## config.mk

```make
export PLATFORM = sky130hd
export DESIGN_NAME = lsu_dc_arbiter
export DESIGN_NICKNAME = d
export VERILOG_FILES = /design/src/rtl/lsu_dc_arbiter_pkg.sv /design/src/rtl/lsu_dc_arb_pick.sv /design/src/rtl/lsu_dc_arbiter.sv
export SDC_FILE = /design/constraint.sdc
export NUM_CORES = 1
export LEC_CHECK = 0
export CORE_AREA = 3 3 126 128
export DETAILED_ROUTE_END_ITERATION = 6
export DIE_AREA = 0 0 129 131
export GPL_ROUTABILITY_DRIVEN = 0
export PLACE_DENSITY = 0.79
export SLEW_MARGIN = 20
export SYNTH_ARGS = -nofsm -noshare
export SYNTH_HDL_FRONTEND = slang
export SYNTH_SLANG_ARGS = --single-unit
```

## constraint.sdc

```tcl
create_clock -name clk -period 2.75 [get_ports clk]
set_input_delay 0.6875 -clock clk [delete_from_list [all_inputs] [get_ports clk]]
set_output_delay 0.6875 -clock clk [all_outputs]
set_load 0.05 [all_outputs]
```

## src/rtl/lsu_dc_arbiter_pkg.sv

```systemverilog
// Shared types for the LSU data-cache port arbiter: requester sources, ROB tag
// and the registered port command.
package lsu_dc_arbiter_pkg;

    localparam int TAG_W = 6;

    typedef logic [TAG_W-1:0] procyon_tag_t;

    typedef enum logic [1:0] {
        SRC_LD   = 2'd0,
        SRC_ST   = 2'd1,
        SRC_FILL = 2'd2
    } lsu_dc_src_t;

    typedef struct packed {
        logic         valid;
        lsu_dc_src_t  src;
        logic         we;
        logic [31:0]  addr;
        logic [31:0]  data;
        logic [3:0]   byte_en;
        procyon_tag_t tag;
    } lsu_dc_cmd_t;

    // Bit positions inside the one-hot grant vector
    localparam int GNT_LD   = 0;
    localparam int GNT_ST   = 1;
    localparam int GNT_FILL = 2;

    localparam logic [3:0] BE_WORD = 4'b1111;

endpackage

```

## src/rtl/lsu_dc_arb_pick.sv

```systemverilog
// Combinational winner selection: FILL > ST > LD, except a starved load that
// is still eligible jumps ahead of both.
module lsu_dc_arb_pick
    import lsu_dc_arbiter_pkg::*;
(
    input  logic       slot_free_i,
    input  logic       ld_elig_i,
    input  logic       ld_starved_i,
    input  logic       st_req_i,
    input  logic       fill_req_i,
    output logic [2:0] grant_o
);

    always_comb begin
        grant_o = '0;
        if (slot_free_i) begin
            if (ld_elig_i && ld_starved_i) begin
                grant_o[GNT_LD] = 1'b1;
            end else if (fill_req_i) begin
                grant_o[GNT_FILL] = 1'b1;
            end else if (st_req_i) begin
                grant_o[GNT_ST] = 1'b1;
            end else if (ld_elig_i) begin
                grant_o[GNT_LD] = 1'b1;
            end
        end
    end

endmodule

```

## src/rtl/lsu_dc_arbiter.sv

```systemverilog
// Single data-cache port shared by EX loads, store-queue retirement and miss
// fills; one registered command in flight, response routed back by source.
module lsu_dc_arbiter
    import lsu_dc_arbiter_pkg::*;
#(
    parameter int STARVE_LIMIT = 4
) (
    input  logic         clk,
    input  logic         n_rst,
    input  logic         i_flush,

    input  logic         i_ld_req,
    output logic         o_ld_ready,
    input  logic [31:0]  i_ld_addr,
    input  procyon_tag_t i_ld_tag,
    output logic         o_ld_resp_valid,
    output logic         o_ld_resp_hit,
    output logic [31:0]  o_ld_resp_data,
    output procyon_tag_t o_ld_resp_tag,

    input  logic         i_st_req,
    output logic         o_st_ready,
    input  logic [31:0]  i_st_addr,
    input  logic [31:0]  i_st_data,
    input  logic [3:0]   i_st_byte_en,
    output logic         o_st_resp_valid,
    output logic         o_st_resp_hit,

    input  logic         i_fill_req,
    output logic         o_fill_ready,
    input  logic [31:0]  i_fill_addr,
    input  logic [31:0]  i_fill_data,

    output logic         o_dc_en,
    output logic         o_dc_we,
    output logic [31:0]  o_dc_addr,
    output logic [31:0]  o_dc_data,
    output logic [3:0]   o_dc_byte_en,
    input  logic         i_dc_busy,
    input  logic         i_dc_hit,
    input  logic [31:0]  i_dc_data
);

    localparam int CNT_W = $clog2(STARVE_LIMIT + 1);
    localparam logic [CNT_W-1:0] CNT_MAX = CNT_W'(STARVE_LIMIT);

    lsu_dc_cmd_t      cmd_q, cmd_d;
    logic [CNT_W-1:0] starve_cnt_q, starve_cnt_d;
    logic [2:0]       grant;
    logic             accept;
    logic             slot_free;
    logic             ld_elig;
    logic             ld_squash;

    assign accept    = cmd_q.valid && !i_dc_busy;
    assign slot_free = !cmd_q.valid || accept;
    assign ld_elig   = i_ld_req && !i_flush;
    assign ld_squash = i_flush && cmd_q.valid && (cmd_q.src == SRC_LD);

    lsu_dc_arb_pick u_pick (
        .slot_free_i  (slot_free),
        .ld_elig_i    (ld_elig),
        .ld_starved_i (starve_cnt_q == CNT_MAX),
        .st_req_i     (i_st_req),
        .fill_req_i   (i_fill_req),
        .grant_o      (grant)
    );

    assign o_ld_ready   = grant[GNT_LD];
    assign o_st_ready   = grant[GNT_ST];
    assign o_fill_ready = grant[GNT_FILL];

    // Retired or squashed commands are zeroed so the idle port reads all-zero
    always_comb begin
        cmd_d = cmd_q;
        if (accept || ld_squash) begin
            cmd_d = '0;
        end
        if (grant[GNT_FILL]) begin
            cmd_d = '{valid: 1'b1, src: SRC_FILL, we: 1'b1, addr: i_fill_addr,
                      data: i_fill_data, byte_en: BE_WORD, tag: '0};
        end else if (grant[GNT_ST]) begin
            cmd_d = '{valid: 1'b1, src: SRC_ST, we: 1'b1, addr: i_st_addr,
                      data: i_st_data, byte_en: i_st_byte_en, tag: '0};
        end else if (grant[GNT_LD]) begin
            cmd_d = '{valid: 1'b1, src: SRC_LD, we: 1'b0, addr: i_ld_addr,
                      data: '0, byte_en: BE_WORD, tag: i_ld_tag};
        end
    end

    // Counts only free slots a live load lost; busy cycles and flush cycles hold
    always_comb begin
        starve_cnt_d = starve_cnt_q;
        if (!i_ld_req || grant[GNT_LD]) begin
            starve_cnt_d = '0;
        end else if (ld_elig && slot_free && (starve_cnt_q != CNT_MAX)) begin
            starve_cnt_d = starve_cnt_q + CNT_W'(1);
        end
    end

    always_ff @(posedge clk or negedge n_rst) begin
        if (!n_rst) begin
            cmd_q        <= '0;
            starve_cnt_q <= '0;
        end else begin
            cmd_q        <= cmd_d;
            starve_cnt_q <= starve_cnt_d;
        end
    end

    assign o_dc_en      = cmd_q.valid;
    assign o_dc_we      = cmd_q.we;
    assign o_dc_addr    = cmd_q.addr;
    assign o_dc_data    = cmd_q.data;
    assign o_dc_byte_en = cmd_q.byte_en;

    assign o_ld_resp_valid = accept && (cmd_q.src == SRC_LD) && !i_flush;
    assign o_ld_resp_hit   = o_ld_resp_valid && i_dc_hit;
    assign o_ld_resp_data  = o_ld_resp_valid ? i_dc_data : '0;
    assign o_ld_resp_tag   = o_ld_resp_valid ? cmd_q.tag : '0;

    assign o_st_resp_valid = accept && (cmd_q.src == SRC_ST);
    assign o_st_resp_hit   = o_st_resp_valid && i_dc_hit;

endmodule
```

======== After elaboration in Yosys (flattened, before gate mapping) ========
Index checks and enable logic that the tools add are counted.
word-level totals
  input port bits ......................... 210
  output and inout bits ................... 115
  register bits after elaboration ......... 81
  word-level logic and storage cells ...... 50
operators by class
  reductions and logical operators ........ 22
  mux-type cells .......................... 16
  equality and inequality tests ........... 3
  add/subtract/negate cells ............... 1
operators by type and width
  operator                                                                number
  78-bit two-way mux                                                      4
  32-bit two-way mux                                                      1
  1-bit logical AND                                                       12
  3-bit two-way mux                                                       3
  6-bit two-way mux                                                       1
  1-bit two-way mux                                                       5
  1-bit logical NOT                                                       4
  2-bit two-way mux                                                       2
  4-bit nonzero test                                                      1
  3-bit by 1-bit adder with 3-bit output (second input constant)          1
  3-bit equality test (second input constant)                             1
  1-bit logical OR                                                        3
  3-bit inequality test (second input constant)                           1
  2-bit by 1-bit equality test with 1-bit output (second input constant)  1
  2-bit logical NOT                                                       1
  2-bit nonzero test                                                      1

======== Longest topological paths before layout ========
  depth in word-level cells ............... 10
  mapped depth ............................ 8

======== Cells and area by module ========
From an unflattened synthesis, not the netlist that was laid out.
second synthesis, totals
  cell total of the unflattened synthesis .. 439
  area total of the unflattened synthesis .. 4643.2 µm²
by module, submodules not included
  module           instances  cells an instance  area an instance (µm²)  sequential area each (µm²)
  lsu_dc_arbiter   1          434                4609.4                  2026.9
  lsu_dc_arb_pick  1          5                  33.8                    0.0

======== Worst setup path before layout ========
No wires, ideal clock.
  kind .................................... in2out
  start ................................... input port i_dc_busy
  end ..................................... output port o_st_resp_hit
  setup slack ............................. -450 ps
  cell stages on the path ................. 3
  buffers on the path ..................... 0
  arrival ................................. 2512 ps
  required time ........................... 2062 ps
  cells stage by stage .................... nand2b_1 > nor3_1 > and2_1
on the way
  longest elaborated chain between the ends .. 4
ends and longest elaborated chain
  element              RTL line               source
  start: declaration   lsu_dc_arbiter.sv:39   input logic i_dc_busy,
  1-bit logical NOT    lsu_dc_arbiter.sv:55   assign accept = cmd_q.valid && !i_dc_busy;
  1-bit logical AND    lsu_dc_arbiter.sv:55
  1-bit logical AND    lsu_dc_arbiter.sv:122  assign o_st_resp_valid = accept && (cmd_q.src == SRC_ST);
  via o_st_resp_valid  lsu_dc_arbiter.sv:26   output logic o_st_resp_valid,
  1-bit logical AND    lsu_dc_arbiter.sv:123  assign o_st_resp_hit = o_st_resp_valid && i_dc_hit;
  end: declaration     lsu_dc_arbiter.sv:27   output logic o_st_resp_hit,
The timed path passes the listed nets, and every way through them passes these cells.

======== Worst setup path after layout ========
  start ................................... input port i_dc_busy
  end ..................................... output port o_ld_resp_data[2]
on the way
  longest elaborated chain between the ends .. 5
ends and longest elaborated chain
  element                          RTL line               source
  1-bit logical NOT                lsu_dc_arbiter.sv:55
  1-bit logical AND                lsu_dc_arbiter.sv:55
  1-bit logical AND (2 in series)  lsu_dc_arbiter.sv:117  assign o_ld_resp_valid = accept && (cmd_q.src == SRC_LD) && !i_flush;
  32-bit two-way mux               lsu_dc_arbiter.sv:119  assign o_ld_resp_data = o_ld_resp_valid ? i_dc_data : '0;
  end: declaration                 lsu_dc_arbiter.sv:18   output logic [31:0] o_ld_resp_data,
Every way passes these cells.

==> run metrics <==
Critical Path End Type=output pin; cts hold-fix bufs=0; Rows=45; CP endpoint=o_ld_resp_data[2]; most frequent cells in the layout=276 x clkdlybuf4s50_1, 81 x dfrtp_1, 61 x a22oi_1, 49 x buf_12, 36 x a221o_1; drt wl/cell=19.3 µm; total grt overflow=0; fin. max-slew vios=0; final std cells w/o fill=901; CTS tree=yes; Layout fillers=1,243; Leak Pwr=3.55 nW; status=completed; NumNets Final=920; Mapped Avg Cell Area=10.4 µm²; syn nets=655; arrival time worst endpoint=2020 ps; latest clock arrival within the worst-skew pair=330 ps; Multi-input gate area=0.00197 mm²; Seq cells post-synth=81; ant diodes=0; number of global-route vias before repair=4,721; predominant post-synthesis flop cell=dfrtp_1; Worst Reg-to-Reg Cells=8; H-tree levels=3; total CTS buffers=9; Clock transition at path regs=60 ps; Core Util, Final=57.3%; total wire length=17,400 µm; worst vdd ir=0.323 mV; CP Launch Point=i_dc_busy; ys async rst share=100%; largest net degree at the start of global routing=44; CP Launch Type=primary input; synth warn=0; RSZ-0062 raised after global routing=true; Die ar.=0.0169 mm²; Hold Crit Class=in -> async; count of cell types in the netlist=35; total power=4.57 mW; most common cell after layout, fill and taps aside=clkdlybuf4s50_1; die width=129 µm; clk sinks=81; CTS root buf=clkbuf_16; required time of the worst setup path=2060 ps; Vias=4,620; CORE AREA=0.0150 mm²; Final Cycle Share=98.4%; placed cells=876; Post-synth EDFFs=0; CP Class=in -> out; WHS=349 ps; PD cells=532 mW/mm²; Max Freq=0.370 GHz; Syn Inst Count=443; DRC=0; worst slew pin tran=621 ps; register area=0.00203 mm²; min cycle time layout=2700 ps; I/O Pins=325; Routed Antenna Nets=0; Initial DRC Count=221; max_cap viols=0; die height=131 µm; R2R Setup Slk=610 ps; share of cells above drive strength 1=19.9%; Via density=5.13; clk buf depth=2; Slew headroom=58.2%; Final Setup Violations=0; effective utilization at floorplan=30.6%; HPWL Detailed=13,200 µm; first-pass GRT wire length=25,900 µm; worst-path fanout max=5; Reg-to-Reg Start=starve_cnt_q[0]$_DFFE_PN0P_; GRT Total Usage=19.4%; Clock Skews=8.49 ps; register area share after synthesis=44.2%; DRT Pass-1 Iters=4; Synth Cell Area=0.00459 mm²; initial antenna violation count=0; port bufs=324; reg2reg end=o_dc_addr[8]$_DFFE_PN0P_; Area growth syn-to-layout=87.1%; final number of hold-violating endpoints=0
Yosys cell counts (2+ instances only):
library cell   n  area [µm²]
nor2b_1        2        12.5
nand2b_1       3        18.8
nand3_1        2        10.0
a221o_1       36         360
and2_1        41         257
clkbuf_1      25        93.8
inv_1          7        26.3
nor2_1        35         131
a22oi_1       61         458
buf_4         70         526
a22o_1         6        52.6
dfrtp_1       81        2030
o2bb2ai_1     32         280
buf_6          6        67.6
nand2_1        8        30.0
ha_1           2        25.0
o21ai_0        2        10.0
mux2i_1        4        40.0
o41ai_1        3        26.3
a21boi_0       2        15.0
cell type report:
| type | count | share of cell area [%] |
|---|---|---|
| inverters | 8 | 0.350 |
| clock buffers | 12 | 2.87 |
| flip-flops and latches | 81 | 23.6 |
| repair buffers | 357 | 46.9 |
| multi-input cells | 251 | 22.9 |
| clock inverters | 4 | 0.612 |
| well taps | 188 | 2.74 |
worst min path at each step:
stage | start | to | slack [ps] | depth (start not counted)
finish | n_rst | o_dc_data[22]$_DFFE_PN0P_ | 350 | 1
global route | n_rst | o_dc_data[23]$_DFFE_PN0P_ | 380 | 1
CTS | n_rst | o_dc_data[23]$_DFFE_PN0P_ | 370 | 1
detailed placement | o_dc_data[21]$_DFFE_PN0P_ | o_dc_data[21]$_DFFE_PN0P_ | 470 | 1
global placement | o_dc_data[21]$_DFFE_PN0P_ | o_dc_data[21]$_DFFE_PN0P_ | 470 | 1
floorplan | n_rst | cmd_q[0]$_DFFE_PN0P_ | 390 | 0
repair_timing:
action                     CTS  global route
setup buffers                5             0
pin swaps                    1             3
setup endpoints to repair   40            37
gates resized for setup     41             2
gates cloned                 5             0
state kept, by name, indices dropped and copies added (netlist names):
| signal | cells |
|---|---|
| o_dc_byte_en | 4 |
| cmd_q | 8 |
| o_dc_we | 1 |
| o_dc_addr | 32 |
| o_dc_en | 1 |
| starve_cnt_q | 3 |
| o_dc_data | 32 |
stage by stage:
stage / worst slack, ps / TNS [ps] / instance area (µm²)
after floorplan: 15.3 / 0 / 4610
after global placement: -37.8 / -1320 / 8090
after detailed placement: -87.4 / -2710 / 8090
after CTS: 11.4 / 0 / 8600
after global routing: -23.0 / -90.0 / 8590
final: 45.2 / 0 / 8590
per-layer routing:
| metal | part of all wire [%] | track usage, % |
|---|---|---|
| met1 | 38 | 23.1 |
| met2 | 51 | 34.1 |
| met3 | 8.8 | 5.69 |
| met4 | 2.0 | 5.50 |
| met5 | 0 | 0 |
power breakdown:
| part | leakage, nW | total (mW) | switching, mW | internal [mW] |
|---|---|---|---|---|
| clock | 0.135 | 1.20 | 0.467 | 0.729 |
| combinational | 2.39 | 1.90 | 1.07 | 0.833 |
| sequential | 1.02 | 1.47 | 0.109 | 1.36 |
cell families after synthesis:
group / synth area share, %
compound gates: 27.1
buf+inv: 15.8
simple gates: 11.5
flops: 44.2
mux: 0.872
fa+ha+maj: 0.545
worst max-delay path: stages:
cell	delay [ps]
dlygate4sd2_1	260
nand2b_4	160
nor4_4	180
buf_4	190
bufbuf_16	260
and2_4	150
buf_12	130
Note: power is estimated with default switching activity, not from simulation.
